`src/rtl/pipeline_redirect_control_pkg.sv`:
```
// Shared types and constants for the fetch redirect controller.
package pipeline_redirect_control_pkg;

    localparam int unsigned CntWidth   = 16;
    localparam int unsigned RefillCntW = 3;

    typedef enum logic [1:0] {
        StBoot   = 2'd0,
        StRun    = 2'd1,
        StFlush  = 2'd2,
        StRefill = 2'd3
    } redirect_state_e;

endpackage

```
`src/rtl/sat_counter16.sv`:
```
// Enable-gated up-counter that sticks at all-ones instead of wrapping.
module sat_counter16
    import pipeline_redirect_control_pkg::*;
(
    input  logic                clk,
    input  logic                rst_n,
    input  logic                en_i,
    output logic [CntWidth-1:0] count_o
);

    logic [CntWidth-1:0] count_q, count_d;

    always_comb begin
        count_d = count_q;
        if (en_i && (count_q != '1)) begin
            count_d = count_q + CntWidth'(1);
        end
    end

    always_ff @(posedge clk or negedge rst_n) begin
        if (!rst_n) begin
            count_q <= '0;
        end else begin
            count_q <= count_d;
        end
    end

    assign count_o = count_q;

endmodule

```
`src/rtl/pipeline_redirect_control.sv`:
```
// Steers fetch around taken jumps: flushes wrong-path latches, reloads the PC and
// throttles refill, while freezing everything during multi-cycle memory accesses.
module pipeline_redirect_control
    import pipeline_redirect_control_pkg::*;
#(
    parameter int unsigned XLEN         = 32,
    parameter int unsigned REFILL_DEPTH = 2
) (
    input  logic                clk,
    input  logic                rst_n,
    input  logic                stall_in,
    input  logic                redirect_req,
    input  logic [XLEN-1:0]     redirect_target,
    input  logic                mem_busy,
    output logic                fetch_en,
    output logic                pc_load,
    output logic [XLEN-1:0]     pc_target,
    output logic                flush_fetch,
    output logic                flush_decoded,
    output logic                pipe_freeze,
    output logic                refill_active,
    output logic [CntWidth-1:0] redirect_cnt,
    output logic [CntWidth-1:0] stall_cnt
);

    localparam logic [RefillCntW-1:0] RefillLoad = RefillCntW'(REFILL_DEPTH);

    redirect_state_e       state_q, state_d;
    logic                  pend_q, pend_d;
    logic [XLEN-1:0]       pend_target_q, pend_target_d;
    logic [XLEN-1:0]       pc_target_q, pc_target_d;
    logic [RefillCntW-1:0] refill_cnt_q, refill_cnt_d;

    logic live;
    logic fetch_ok;
    logic accept;
    logic stall_evt;

    always_comb begin
        live      = (state_q == StRun) || (state_q == StRefill);
        fetch_ok  = !stall_in && !mem_busy;
        // Only RUN/REFILL requests are on the correct path; FLUSH-cycle requests are squashed.
        accept    = live && !mem_busy && (redirect_req || pend_q);

        fetch_en      = 1'b0;
        pc_load       = 1'b0;
        flush_fetch   = 1'b0;
        flush_decoded = 1'b0;
        pipe_freeze   = mem_busy && (state_q != StBoot);
        refill_active = (state_q == StRefill);

        state_d       = state_q;
        pend_d        = pend_q;
        pend_target_d = pend_target_q;
        pc_target_d   = pc_target_q;
        refill_cnt_d  = refill_cnt_q;

        case (state_q)
            StBoot: begin
                state_d = StRun;
            end
            StRun: begin
                fetch_en = fetch_ok;
            end
            StFlush: begin
                if (!mem_busy) begin
                    pc_load       = 1'b1;
                    flush_fetch   = 1'b1;
                    flush_decoded = 1'b1;
                    fetch_en      = 1'b1;
                    refill_cnt_d  = RefillLoad;
                    state_d       = StRefill;
                end
            end
            StRefill: begin
                fetch_en = fetch_ok;
                if (fetch_ok) begin
                    refill_cnt_d = refill_cnt_q - RefillCntW'(1);
                    if (refill_cnt_q == RefillCntW'(1)) begin
                        state_d = StRun;
                    end
                end
            end
            default: begin
                state_d = StBoot;
            end
        endcase

        if (live && mem_busy && redirect_req) begin
            pend_d        = 1'b1;
            pend_target_d = redirect_target;
        end

        // A fresh request in the release cycle is newer than the parked one.
        if (accept) begin
            state_d     = StFlush;
            pend_d      = 1'b0;
            pc_target_d = redirect_req ? redirect_target : pend_target_q;
        end

        stall_evt = live && !fetch_en;
    end

    always_ff @(posedge clk or negedge rst_n) begin
        if (!rst_n) begin
            state_q       <= StBoot;
            pend_q        <= 1'b0;
            pend_target_q <= '0;
            pc_target_q   <= '0;
            refill_cnt_q  <= '0;
        end else begin
            state_q       <= state_d;
            pend_q        <= pend_d;
            pend_target_q <= pend_target_d;
            pc_target_q   <= pc_target_d;
            refill_cnt_q  <= refill_cnt_d;
        end
    end

    assign pc_target = pc_target_q;

    sat_counter16 u_redirect_cnt (
        .clk    (clk),
        .rst_n  (rst_n),
        .en_i   (accept),
        .count_o(redirect_cnt)
    );

    sat_counter16 u_stall_cnt (
        .clk    (clk),
        .rst_n  (rst_n),
        .en_i   (stall_evt),
        .count_o(stall_cnt)
    );

endmodule
```
`config.mk`:
```
export PLATFORM = sky130hd
export DESIGN_NAME = pipeline_redirect_control
export DESIGN_NICKNAME = d
export VERILOG_FILES = /design/src/rtl/pipeline_redirect_control_pkg.sv /design/src/rtl/sat_counter16.sv /design/src/rtl/pipeline_redirect_control.sv
export SDC_FILE = /design/constraint.sdc
export NUM_CORES = 1
export LEC_CHECK = 0
export ABC_CLOCK_PERIOD_IN_PS = 2520
export CORE_ASPECT_RATIO = 0.75
export CORE_MARGIN = 4
export CORE_UTILIZATION = 30
export CTS_CLUSTER_DIAMETER = 80
export DETAILED_ROUTE_END_ITERATION = 10
export PLACE_DENSITY_LB_ADDON = 0.08
export SLEW_MARGIN = 10
export SYNTH_ARGS = -nofsm -noshare
export SYNTH_HDL_FRONTEND = slang
export SYNTH_HIERARCHICAL = 1
export SYNTH_SLANG_ARGS = --single-unit
export TNS_END_PERCENT = 10
```
`constraint.sdc`:
```
create_clock -name clk -period 2.52 [get_ports clk]
set_clock_uncertainty 0.1 [all_clocks]
set_input_delay 0.63 -clock clk [delete_from_list [all_inputs] [get_ports clk]]
set_output_delay 0.63 -clock clk [all_outputs]
set_load 0.05 [all_outputs]
```
* Word-level counts from Yosys, hierarchy flattened
Cells that the tools add are included.
Storage, ports and cells: bits in registers 102, input port bits 37
Cells by class: reduce and logical (&&, ||, !) cells 22, $add $sub $neg 3, eq/ne operators 11, multiplexer cells 14
Operators with widths (number):
- $add 16x1->16 const B | 2
- $mux 32 | 1
- $ne 16x16->1 const B | 2
- $logic_and 1x1->1 | 9
- $mux 2 | 4
- $mux 3 | 2
- $ne 3x1->1 const B | 2
- $pmux 2 s3 | 1
- $pmux 3 s2 | 1
- $reduce_bool 2->1 | 3
- $eq 2x2->1 const B | 2
- $mux 1 | 4
- $reduce_and 4->1 | 1
- $reduce_bool 4->1 | 1
- $eq 3x1->1 const B | 1
- $logic_not 1->1 | 3
- $ne 3x2->1 const B | 1
- $reduce_and 3->1 | 1
- $sub 3x1->3 const B | 1
- $eq 2x1->1 const B | 1
- $logic_not 2->1 | 1
- $logic_or 1x1->1 | 2
- $ne 2x1->1 const B | 1
- $ne 2x2->1 const B | 1
- other kinds (2) | 2

* Longest topological paths before layout
word-level depth 6, gate-level depth with buffers 8, mapped depth without buffers 6

* By module
The synthesis kept the hierarchy.
Modules (own cells, without submodules):
- pipeline_redirect_control | cells each 212, instances 1, area each 3128.0 sq um
- sat_counter16 | cells each 72, instances 2, area each 859.6 sq um

* Least setup slack after synthesis
OpenSTA, ideal clock, no wires.
kind input -> output, start point input port mem_busy, end point output port fetch_en, setup slack -631 ps, path buffers 0, stages 2, arrival time 2421 ps, cell sequence nor3b_1 > or2b_1
Between the ends: longest elaborated chain between the ends 3
Ends and longest elaborated chain:
- start: declaration | line pipeline_redirect_control.sv:14 | input logic mem_busy,
- $logic_not 1->1
- $logic_and 1x1->1 | line pipeline_redirect_control.sv:41 | fetch_ok = !stall_in && !mem_busy;
- $pmux 1 s2 * | line pipeline_redirect_control.sv:58 | case (state_q)
- end: declaration | line pipeline_redirect_control.sv:15 | output logic fetch_en,
Every way passes the cells marked *; elsewhere a longest branch is shown, timed or not.

* Worst setup path in the final report
Same ends and word-level chain as after synthesis.

==> impl_metrics.csv <==
group,metric,value,unit
run_status,status,"completed",
placed_design,dp_hpwl,7880,um
setup_path,max_stage_delay,0.41,ns
setup_path,cp_max_fo,2,
detailed_routing,drc_errors,0,
finish,diodes,0,
cts,cts_buffers,9,
global_routing,antenna_found_initial,1,
synthesis,synth_area,4850,um^2
synthesis,synth_cell_types,42,
finish,fin_area,6680,um^2
setup_path,crit_required,1.79,ns
global_routing,use_met1,0.182,
cts,cts_tree,"built",
setup_path,worstPathCellList,"clkdlybuf4s50_1 > or3b_1 > or2b_1 > buf_12",
sta,fin_setup_tns,0,ns
global_routing,grt-ovfl-total,0,
floorplan,initial_core_util,0.312,
synthesis,postSynthAreaPerCell,13.6,um^2
global_routing,grt_pass1_vias,3565,
cts,clk_pin_slew,0.07,ns
floorplan,fp-row-count,39,
floorplan,die_y,118,um
cts,clock-root-buffer,"clkbuf_16",
setup_path,cp-start-kind,"primary input",
sta,worst-slew-pin-transition,0.549,ns
cts,h-tree-depth,3,
global_routing,grt_pass1_wl,19200,um
sta,hold_viol,0,
detailed_routing,drtPass1Iterations,4,
synthesis,synth_warnings,6,
synthesis,synth_seq_cells,102,
power,leakage,2.76,nW
finish,area_delta_synth_final,37.9,%
detailed_routing,wl,11300,um
floorplan,coreArea,15500,um^2
detailed_routing,initialDrtViolationCount,110,
setup_path,cp_slowest_cell,"clkdlybuf4s50_1",
detailed_routing,viasPerCell,4.80,
cts,clock_sinks,102,
setup_path,crit_arrival,1.76,ns
hold_path,hold_path.class,"in2async",
sta,max_freq,402,MHz
floorplan,io-pin-count,107,
detailed_routing,antenna_left,0,
floorplan,dieWidth,155,um
finish,fin_util,0.431,
sta,whs,0.177,ns
setup_path,cpLargestDelayFamily,"simple AND/OR/NAND/NOR gates",
sta,relSlewSlack,0.634,
placed_design,placed_area,6380,um^2
power,ir_drop,525,uV
power,power.density_cell_area,1110,nW/um^2
floorplan,die-area,18300,um^2
global_routing,top_usage_layer,"met2",
synthesis,synthCells,356,
placed_design,portBuffers,106,
setup_path,crit_type,"in2out",
placed_design,place.gp.congestion,0.787,
power,total_power,7.39,mW
setup_path,end_kind,"output pin",
finish,layout_commonest_cell,"dfrtp_1",
finish,final_cell_mix,"dfrtp_1, clkdlybuf4s50_1, mux2_2, buf_4, nand4_1",
sta,rsz0062_at_grt,"false",
finish,fill_cells,1446,
job,timing.max_cap.violations,0,
sta,fin_crit_sh,0.986,
cts,clk_latency,0.34,ns
synthesis,syn_nets,397,
finish,nets,526,
synthesis,ys_seq_area_frac,0.527,
detailed_routing,post_drt_wl_per_cell,16.2,um
global_routing,grt_use_met3,0.0401,
finish,drive_gt1_frac,0.343,
sta,fin_crit,2.49,ns
setup_path,path_buf_inv,2,
global_routing,use_met2,0.197,
detailed_routing,via_count,3334,
global_routing,grt_max_degree,40,
global_routing,track_usage,0.130,
sta,setup_viol,0,
sta,drv_slew,0,
cts,cts_max_path_buffers,2,
## per-stage QoR
| step | instances | setup WS [ns] |
|---|---|---|
| 4_1_cts | 694 | 0.00288 |
| 3_5_place_dp | 678 | 0.00364 |
| 2_1_floorplan | 356 | 0.164 |
| 5_1_grt | 695 | 0.0110 |
| 3_3_place_gp | 678 | 0.0131 |
| 6_report | 695 | 0.0346 |
## metal layers
layer	routed length (um)	part of all wire	vias to the layer above
li1	-	-	1597
met1	5490	0.49	1652
met2	5080	0.45	72
met3	581	0.052	11
met4	102	0.0091	2
met5	13	0.0012	-
## synth_stat cells, drive strengths merged
| cell | number | area [um^2] |
|---|---|---|
| nor3b | 1 | 7.51 |
| or3b | 2 | 17.5 |
| a31o | 1 | 8.76 |
| and4b | 2 | 20.0 |
| a31oi | 8 | 50.1 |
| and4 | 6 | 60.1 |
| a21oi | 9 | 45.0 |
| o31ai | 2 | 42.5 |
| or2b | 1 | 7.51 |
| nand3 | 13 | 90.1 |
| o22ai | 1 | 6.26 |
| and2 | 1 | 6.26 |
| a32oi | 2 | 17.5 |
| nor4 | 4 | 85.1 |
| nor2b | 4 | 25.0 |
| inv | 4 | 15.0 |
| mux2 | 98 | 1100 |
| a41o | 1 | 10.0 |
| ha | 4 | 50.1 |
| buf | 13 | 88.8 |
| nand2 | 10 | 37.5 |
| clkbuf | 1 | 3.75 |
| and3 | 4 | 25.0 |
| o211ai | 2 | 15.0 |
| dfrtp | 102 | 2550 |
| o21ai | 2 | 10.0 |
| xnor2 | 10 | 87.6 |
| nor2 | 9 | 38.8 |
| xor2 | 4 | 35.0 |
| nand4 | 20 | 168 |
| a21o | 1 | 7.51 |
| o21a | 12 | 90.1 |
| nor3 | 2 | 20.0 |
## path summary, 6_finish.rpt
check	slack (ns)	end	startpoint	cells past startpoint
worst max register to register	0.71	u_redirect_cnt/count_o[1]	u_redirect_cnt/count_o[0]	4
max in group asynchronous	1.53	u_redirect_cnt/count_o[11]	rst_n	2
worst min register to register	0.40	pend_target_q[29]	pend_target_q[29]	1
min in group clk	0.40	pend_target_q[29]	pend_target_q[29]	1
worst max-delay path	0.03	fetch_en	mem_busy	4
worst min-delay path	0.18	pend_target_q[3]	rst_n	1
## layout make-up
| type | instances | area, um^2 | area share |
|---|---|---|---|
| repair buffers | 132 | 1360 | 0.204 |
| inverters | 4 | 15.0 | 0.00225 |
| well taps | 205 | 256 | 0.0384 |
| multi-input cells | 236 | 2200 | 0.330 |
| flip-flops and latches | 102 | 2550 | 0.382 |
| clock inverters | 5 | 60.1 | 0.00899 |
| clock buffers | 11 | 233 | 0.0348 |
## registers in the layout, indices dropped and copies added, names as in the netlist
| name | count |
|---|---|
| pend_target_q | 32 |
| state_q | 2 |
| refill_cnt_q | 3 |
| pc_target | 32 |
| u_stall_cnt/count_o | 16 |
| u_redirect_cnt/count_o | 16 |
| pend_q | 1 |
## cells by family after synthesis
kind of cell,Yosys count,synth area share
compound gates,41,0.0625
xor+xnor,14,0.0253
fa+ha+maj,4,0.0103
buf+inv,18,0.0222
flops,102,0.527
mux,98,0.228
simple gates,79,0.125
## what timing repair did
item | in CTS | in global routing
setup buffers | 0 | 1
hold buffers | 0 | 0
endpoints found under the setup margin | 0 | 1
resized for setup | 0 | 1
## power by group
group,switching [mW],internal [mW],leakage [nW]
Sequential,0.430,2.21,1.25
Clock,0.611,0.773,0.140
Combinational,1.98,1.39,1.38
(Power assumes the default switching activity.)
